File: config.mk
export PLATFORM = sky130hd
export DESIGN_NAME = exe_div_flat
export DESIGN_NICKNAME = d
export VERILOG_FILES = /design/src/rtl/exe_div_if.sv /design/src/rtl/exe_div.sv /design/src/flat_wrapper.sv
export SDC_FILE = /design/constraint.sdc
export NUM_CORES = 1
export LEC_CHECK = 0
export CORE_MARGIN = 2
export CORE_UTILIZATION = 28
export CTS_CLUSTER_DIAMETER = 50
export DETAILED_ROUTE_END_ITERATION = 8
export DONT_BUFFER_PORTS = 1
export GPL_TIMING_DRIVEN = 0
export PLACE_DENSITY = 0.42
export SETUP_SLACK_MARGIN = 0.3
export SYNTH_ARGS = -nofsm -noshare
export SYNTH_HDL_FRONTEND = slang
export SYNTH_SLANG_ARGS = --single-unit
File: constraint.sdc
create_clock -name cpu_clk_50M -period 5.5 [get_ports cpu_clk_50M]
set_input_delay 0.55 -clock cpu_clk_50M [delete_from_list [all_inputs] [get_ports cpu_clk_50M]]
set_output_delay 0.55 -clock cpu_clk_50M [all_outputs]
set_load 0.02 [all_outputs]
File: src/rtl/exe_div_if.sv
// EXE <-> divider handshake bundle: operands and control in, stall/ready/results out.
interface exe_div_if;
  logic        div_start;
  logic        div_signed;
  logic [31:0] div_opdata1;
  logic [31:0] div_opdata2;
  logic        div_cancel;
  logic        stallreq_exe;
  logic        div_ready;
  logic [31:0] div_hi;
  logic [31:0] div_lo;

  modport master (
    output div_start, div_signed, div_opdata1, div_opdata2, div_cancel,
    input  stallreq_exe, div_ready, div_hi, div_lo
  );

  modport slave (
    input  div_start, div_signed, div_opdata1, div_opdata2, div_cancel,
    output stallreq_exe, div_ready, div_hi, div_lo
  );
endinterface

File: src/rtl/exe_div.sv
// exe_div: 32-bit restoring radix-2 divider for DIV/DIVU, one quotient bit per cycle.
// Optional macro DIV_BYZERO_FAST_EN: a zero divisor completes in one cycle with hi=lo=0.
module exe_div (
  input  logic     cpu_clk_50M,
  input  logic     cpu_rst,
  exe_div_if.slave div_bus
);

  typedef enum logic [1:0] {
    ST_IDLE = 2'd0,
    ST_ON   = 2'd1,
    ST_END  = 2'd2
  } state_t;

  state_t      state_r;
  state_t      state_nxt_s;
  logic [5:0]  cnt_r;
  logic [31:0] quo_r;
  logic [31:0] dvs_r;
  logic [31:0] rem_r;
  logic        dvd_neg_r;
  logic        dvs_neg_r;
  logic        div_ready_r;
  logic [31:0] div_hi_r;
  logic [31:0] div_lo_r;

  logic [32:0] trial_s;
  logic [31:0] rem_nxt_s;
  logic [31:0] quo_nxt_s;
  logic [31:0] res_lo_s;
  logic [31:0] res_hi_s;
  logic        start_s;
  logic        zero_div_s;

  function automatic logic [31:0] neg_if(input logic [31:0] v, input logic c);
    neg_if = c ? (~v + 32'd1) : v;
  endfunction

  // 0x80000000 maps to itself, which is the correct unsigned magnitude 2^31.
  function automatic logic [31:0] mag(input logic [31:0] v, input logic is_signed);
    mag = neg_if(v, is_signed & v[31]);
  endfunction

  assign start_s = div_bus.div_start & ~div_bus.div_cancel;

`ifdef DIV_BYZERO_FAST_EN
  assign zero_div_s = (div_bus.div_opdata2 == 32'd0);
`else
  assign zero_div_s = 1'b0;
`endif

  // State register
  always_ff @(posedge cpu_clk_50M) begin
    if (cpu_rst) begin
      state_r <= ST_IDLE;
    end else begin
      state_r <= state_nxt_s;
    end
  end

  // Next-state logic; a flush wins over everything except reset
  always_comb begin
    state_nxt_s = state_r;
    if (div_bus.div_cancel) begin
      state_nxt_s = ST_IDLE;
    end else begin
      case (state_r)
        ST_IDLE: begin
          if (div_bus.div_start) begin
            if (zero_div_s) begin
              state_nxt_s = ST_END;
            end else begin
              state_nxt_s = ST_ON;
            end
          end else begin
            state_nxt_s = ST_IDLE;
          end
        end
        ST_ON: begin
          if (cnt_r == 6'd31) begin
            state_nxt_s = ST_END;
          end else begin
            state_nxt_s = ST_ON;
          end
        end
        ST_END:  state_nxt_s = ST_IDLE;
        default: state_nxt_s = ST_IDLE;
      endcase
    end
  end

  // One restoring step: shift next dividend bit into the remainder, subtract if it fits
  always_comb begin
    trial_s = {rem_r, quo_r[31]} - {1'b0, dvs_r};
    if (trial_s[32] == 1'b0) begin
      rem_nxt_s = trial_s[31:0];
      quo_nxt_s = {quo_r[30:0], 1'b1};
    end else begin
      rem_nxt_s = {rem_r[30:0], quo_r[31]};
      quo_nxt_s = {quo_r[30:0], 1'b0};
    end
  end

  // Final sign fix-up; outside ON the only route into END is the zero-divisor shortcut
  always_comb begin
    res_lo_s = 32'd0;
    res_hi_s = 32'd0;
    if (state_r == ST_ON) begin
      res_lo_s = neg_if(quo_nxt_s, dvd_neg_r ^ dvs_neg_r);
      res_hi_s = neg_if(rem_nxt_s, dvd_neg_r);
    end else begin
      res_lo_s = 32'd0;
      res_hi_s = 32'd0;
    end
  end

  // Datapath: operand capture, iteration, and result registers loaded on entry to END
  always_ff @(posedge cpu_clk_50M) begin
    if (cpu_rst) begin
      cnt_r       <= 6'd0;
      quo_r       <= 32'd0;
      dvs_r       <= 32'd0;
      rem_r       <= 32'd0;
      dvd_neg_r   <= 1'b0;
      dvs_neg_r   <= 1'b0;
      div_ready_r <= 1'b0;
      div_hi_r    <= 32'd0;
      div_lo_r    <= 32'd0;
    end else begin
      div_ready_r <= (state_nxt_s == ST_END);
      if (state_nxt_s == ST_END) begin
        div_lo_r <= res_lo_s;
        div_hi_r <= res_hi_s;
      end
      case (state_r)
        ST_IDLE: begin
          if (start_s) begin
            quo_r     <= mag(div_bus.div_opdata1, div_bus.div_signed);
            dvs_r     <= mag(div_bus.div_opdata2, div_bus.div_signed);
            dvd_neg_r <= div_bus.div_signed & div_bus.div_opdata1[31];
            dvs_neg_r <= div_bus.div_signed & div_bus.div_opdata2[31];
            rem_r     <= 32'd0;
            cnt_r     <= 6'd0;
          end
        end
        ST_ON: begin
          rem_r <= rem_nxt_s;
          quo_r <= quo_nxt_s;
          cnt_r <= cnt_r + 6'd1;
        end
        default: begin
          cnt_r <= cnt_r;
        end
      endcase
    end
  end

  // Outputs: stall is combinational so EXE freezes in the start cycle itself
  always_comb begin
    div_bus.stallreq_exe = ~cpu_rst & div_bus.div_start & (state_r != ST_END)
                           & ~div_bus.div_cancel;
    div_bus.div_ready    = div_ready_r;
    div_bus.div_hi       = div_hi_r;
    div_bus.div_lo       = div_lo_r;
  end

endmodule

File: src/flat_wrapper.sv
// flat-port wrapper written by rule: the top's interface ports become plain ports
module exe_div_flat 
  (cpu_clk_50M, cpu_rst, div_bus_div_start, div_bus_div_signed, div_bus_div_opdata1, div_bus_div_opdata2, div_bus_div_cancel, div_bus_stallreq_exe, div_bus_div_ready, div_bus_div_hi, div_bus_div_lo);
  exe_div_if div_bus_i ();
  input  logic cpu_clk_50M;
  input  logic cpu_rst;
  input wire logic [$bits(div_bus_i.div_start)-1:0] div_bus_div_start;
  input wire logic [$bits(div_bus_i.div_signed)-1:0] div_bus_div_signed;
  input wire logic [$bits(div_bus_i.div_opdata1)-1:0] div_bus_div_opdata1;
  input wire logic [$bits(div_bus_i.div_opdata2)-1:0] div_bus_div_opdata2;
  input wire logic [$bits(div_bus_i.div_cancel)-1:0] div_bus_div_cancel;
  output wire logic [$bits(div_bus_i.stallreq_exe)-1:0] div_bus_stallreq_exe;
  output wire logic [$bits(div_bus_i.div_ready)-1:0] div_bus_div_ready;
  output wire logic [$bits(div_bus_i.div_hi)-1:0] div_bus_div_hi;
  output wire logic [$bits(div_bus_i.div_lo)-1:0] div_bus_div_lo;
  assign div_bus_i.div_start = div_bus_div_start;
  assign div_bus_i.div_signed = div_bus_div_signed;
  assign div_bus_i.div_opdata1 = div_bus_div_opdata1;
  assign div_bus_i.div_opdata2 = div_bus_div_opdata2;
  assign div_bus_i.div_cancel = div_bus_div_cancel;
  assign div_bus_stallreq_exe = div_bus_i.stallreq_exe;
  assign div_bus_div_ready = div_bus_i.div_ready;
  assign div_bus_div_hi = div_bus_i.div_hi;
  assign div_bus_div_lo = div_bus_i.div_lo;
  exe_div u_core (.cpu_clk_50M(cpu_clk_50M), .cpu_rst(cpu_rst), .div_bus(div_bus_i));
endmodule
# Word level (Yosys, flattened, before mapping)
# Index checks and enable logic that the tools add are counted.
# totals
ff_bits,171
out_inout_bits,66
elab_cells,56
# classes
addsub,6
eq_ne,5
mux,18
n_bitwise,13
n_reduce_logical,4
# ops
cell,n
$mux W32,9
$add A32 B1 Y32 const B,4
$not A32 Y32,4
$pmux W32 S2,2
$sub A33 B32 Y33,1
$pmux W6 S2,1
$add A6 B1 Y6 const B,1
$and A1 B1 Y1,6
$eq A6 B5 Y1 const B,1
$mux W6,1
$mux W2,2
$pmux W2 S2,1
$reduce_and A2 Y1,2
$eq A2 B1 Y1 const B,1
$eq A2 B2 Y1 const B,1
$logic_not A2 Y1,1
$mux W1,2
$ne A2 B1 Y1 const B,1
$ne A2 B2 Y1 const B,1
$not A1 Y1,2
$reduce_bool A2 Y1,1
$xor A1 B1 Y1,1

# Longest topological paths before layout
# depth
word_depth,6
depth_mapped,26

# Worst setup path after synthesis
# OpenSTA, ideal clock, no wires.
# synth_path
kind,flip-flop to flip-flop
from,register u_core.quo_r[31]
to,register u_core.div_hi_r[26] (netlist: u_core.div_bus.div_hi[26])
setup_ns,0.120
arrival_time_ns,4.547
required_time_ns,5.380
path_slack_ns,0.833
stages_incl_launch_ff,25
cell_sequence,dfxtp_1 -> inv_1 -> ha_1 -> inv_1 -> fa_1 -> a211oi_2 -> o211ai_2 -> a211oi_2 -> nor4_4 -> nor3_2 -> nor2_8 -> inv_4 -> buf_6 -> buf_4 -> buf_2 -> o21ai_0 -> inv_1 -> ha_1 -> o2111ai_1 -> a211oi_1 -> and3_1 -> a41oi_1 -> nor3_1 -> a21oi_1 -> a211o_1
# synth_between
elab_chain_len,6
# synth_lines
element,line_no,text
"start, declared",exe_div.sv:18,logic [31:0] quo_r;
"start signal, assigned",exe_div.sv:138,"quo_r <= mag(div_bus.div_opdata1, div_bus.div_signed);"
"start signal, assigned",exe_div.sv:148,quo_r <= quo_nxt_s;
$sub A33 B32 Y33,exe_div.sv:94,"trial_s = {rem_r, quo_r[31]} - {1'b0, dvs_r};"
$mux W32 (*),exe_div.sv:95,if (trial_s[32] == 1'b0) begin
$not A32 Y32,exe_div.sv:36,neg_if = c ? (~v + 32'd1) : v;
$add A32 B1 Y32,exe_div.sv:36,
$mux W32 (*),exe_div.sv:36,
$mux W32 (*),exe_div.sv:108,if (state_r == ST_ON) begin
"end signal, assigned",exe_div.sv:133,div_hi_r <= res_hi_s;
"end, declared",exe_div.sv:24,logic [31:0] div_hi_r;
# Every way passes the cells marked *; elsewhere a longest branch is shown, timed or not.
# A chain may end at the register's enable or synchronous reset.

# Worst setup path in the final report
# layout_path
from,register u_core.quo_r[31]
to,register u_core.div_hi_r[24] (netlist: u_core.div_bus.div_hi[24])
# Same word-level chain as after synthesis.

==> impl_results.md <==
- CP Cell Sequence: inv_2, ha_1, inv_1, fa_2, a211oi_4, o211ai_4, a211oi_4, nor4_4, o21a_4, nor2_8, buf_6, buf_4, mux2i_4, ha_4, o2111ai_1, a211oi_2, and3_4, a41oi_4, o41ai_2, xor2_1, nand2_1, a21oi_1
- Post-synthesis sequential area ratio: 29.4%
- Synthesis-stage register bit count: 171
- Hold Fails Final Rpt: 0
- First-pass GRT wire length: around 70000 µm
- CP endpoint kind: flop
- Fin crit period: approximately 5000 ps
- Largest fanout on the critical path: 10
- Post-synthesis average cell area: 7.64 µm²
- Worst slew pin tran: roughly 960 ps
- Mapped Area: 11600 µm²
- Endpoints failing setup: 0
- Core area: a little over 40000 µm²
- Final Instance Area: 13200 µm²
- Die width: 208 µm
- Final ANT Viol Nets: 0
- Pre-CTS setup slack: -750 ps
- Diode count: 0
- Post-synth ARST share: 0%
- H-Tree Depth: 4
- Warnings from Yosys: 0
- CTS tree: yes
- Die H: 208 µm
- Share of cells above drive strength 1: 6.79%
- Worst EP arrival: around 5400 ps
- Post-Route Setup TNS: 0 ps
- Final net count: approximately 1700
- Cts bufs inserted: 17
- Largest net degree at the start of global routing: 17
- WP buf/inv: 4
- Vias in the first global route: 10921
- Syn nets: 1632
- Most common cell after layout, fill and taps aside: nor2_1
- Max_slew headroom: between 30% and 40%
- Iteration count of the initial detailed-routing pass: 8
- Post-synth EDFFs: 0
- Worst-Skew Late Latency: ~470 ps
- Routed length per placed instance: 22.3 µm
- Achievable Freq: 0.200 GHz
- Placed Instances: 2057
- Pwr Total: between 3 and 4 mW
- FP Rows: 74
- Most frequent cells in the layout: nor2_1, dfxtp_1, nand2_1
- Primary FF master, synth: dfxtp_1
- Hpwl dp: between 30000 and 40000 µm
- Pleak: 4.68 nW
- WS Path Type: reg2reg
- MaxCap Viol Count: 0
- Via density: 5.51
- CTS sink count: 171
- Fill cells: 4466
- Initial antenna violation count: 0
- Clock tree buffer depth: 2
- Routed wire length: 46600 µm
- Gr ovfl total: 0
- Worst min-delay path category: in2reg
- Status: complete, no violations
- PwrDens: about 280 nW/µm²
- Clock transition at path regs: 70 ps
- Critical path startpoint category: flop
- Final core utilization: 32.2%
- Via count: around 12000
- Worst path required time: 5890 ps
- Die area: 43200 µm²
- Crit path max-delay cell type: fa_2
- Cell taking the most area after synthesis: dfxtp_1
- Period utilisation layout: 91.1%
- Largest stage delay, worst path: about 400 ps
- Synth Instances: between 1500 and 2000
- Starting Density: 28.5%
- Most Frequent Cell on Critical Path: a211oi_4
- Final Worst Setup Slack: 492 ps
- Drc violations: 0
- Hold_ws: around 230 ps
- Largest delay share family, worst path: compound AO/OA/AOI/OAI gates
- Max Slew Vio Count: 0
- Synth top area cells: dfxtp_1, nor2_1, a21oi_1
- Area Overhead vs Synth: 13.0%
- VDD IR max: 217 µV
- Root buf cell: clkbuf_16
- Unique masters post-synth: 78
- Clock Skews: 11.9 ps
- Final non-filler cell total: ~2100
- Top cell type's share of synthesized area: 29.4%
- GRT Total Usage: 21.2%
- DRT iter0 DRCs: between 1000 and 1500
- RSZ-0062 raised after global routing: no
- I/O pins: around 140
- IO buf count: 0
- # hold bufs at CTS: 0
- Placed cell area: 12300 µm²
- GPL Wtd Cong: 0.857
## cell type report
class / count / area, µm² / area share (%)
well taps: 532 / 666 / 5.06
plain buffers: 98 / 452 / 3.43
clock inverters: 12 / 208 / 1.58
repair buffers: 5 / 37.5 / 0.285
flip-flops and latches: 171 / 3420 / 26.0
multi-input cells: 1196 / 7670 / 58.3
inverters: 60 / 230 / 1.75
clock buffers: 20 / 467 / 3.55
## state kept, by name, indices dropped and copies added (netlist names)
register	flops
u_core.div_bus.div_lo	32
u_core.rem_r	32
u_core.div_bus.div_hi	32
u_core.dvs_r	32
u_core.state_r	2
u_core.dvs_neg_r	1
u_core.quo_r	32
u_core.cnt_r	6
u_core.dvd_neg_r	1
u_core.div_bus.div_ready	1
## timing repair
item                       4_1_cts  5_1_grt
setup buffers                    2        3
setup endpoints to repair       22       14
pin swaps                        8        8
gates resized for setup         23        6
## report_power, final
group	total [mW]	leakage, nW	internal [mW]	switching, mW
Clock	1.42	0.332	0.849	0.570
Combinational	0.986	2.97	0.349	0.637
Sequential	1.31	1.39	1.27	0.0369
Total	3.71	4.68	2.47	1.24
## synthesized netlist by cell type, types with 6 or more instances
master / number
nor4_1: 15
o21ai_1: 12
xnor2_1: 65
dfxtp_1: 171
mux2i_1: 12
ha_1: 37
mux2_2: 7
o21ai_0: 82
nand3b_1: 12
a222oi_1: 32
buf_2: 11
xor2_1: 55
nor2b_1: 9
o211ai_1: 6
a21o_1: 16
nand2b_1: 11
a21oi_1: 128
a311oi_1: 8
nand3_1: 24
and2_1: 14
nor3b_1: 7
nand2_1: 153
a22oi_1: 25
and3_1: 21
nand4_1: 9
or3_1: 26
inv_1: 58
o31ai_1: 14
nor3_1: 36
nor2_1: 196
a31oi_1: 12
clkbuf_1: 75
a211oi_1: 64
## per-layer routing
metal,vias up,wire [µm],track usage (%)
met2,312,20900,33.0
li1,5592,-,-
met5,-,0,0
met1,5582,22400,30.0
met3,50,2230,3.31
met4,0,1080,6.41
## worst paths after layout
path | startpoint | to | slack (ps) | cells past startpoint
min | div_bus_div_opdata2[0] | u_core.dvs_r[0] | 230 | 2
min reg2reg | u_core.dvs_r[30] | u_core.dvs_r[30] | 460 | 2
max | u_core.quo_r[31] | u_core.div_bus.div_hi[24] | 490 | 22
max reg2reg | u_core.quo_r[31] | u_core.div_bus.div_hi[24] | 490 | 22
## cells by family after synthesis
logic type	after synthesis	synth area share, %
AO/OA/AOI/OAI	467	27.6
buffers and inverters	158	5.59
adder cells (fa/ha/maj)	38	4.15
AND/OR/NAND/NOR	551	22.4
XOR/XNOR	120	9.03
flip-flops	171	29.4
multiplexers	20	1.84
Power figures use the tool's default switching activity.
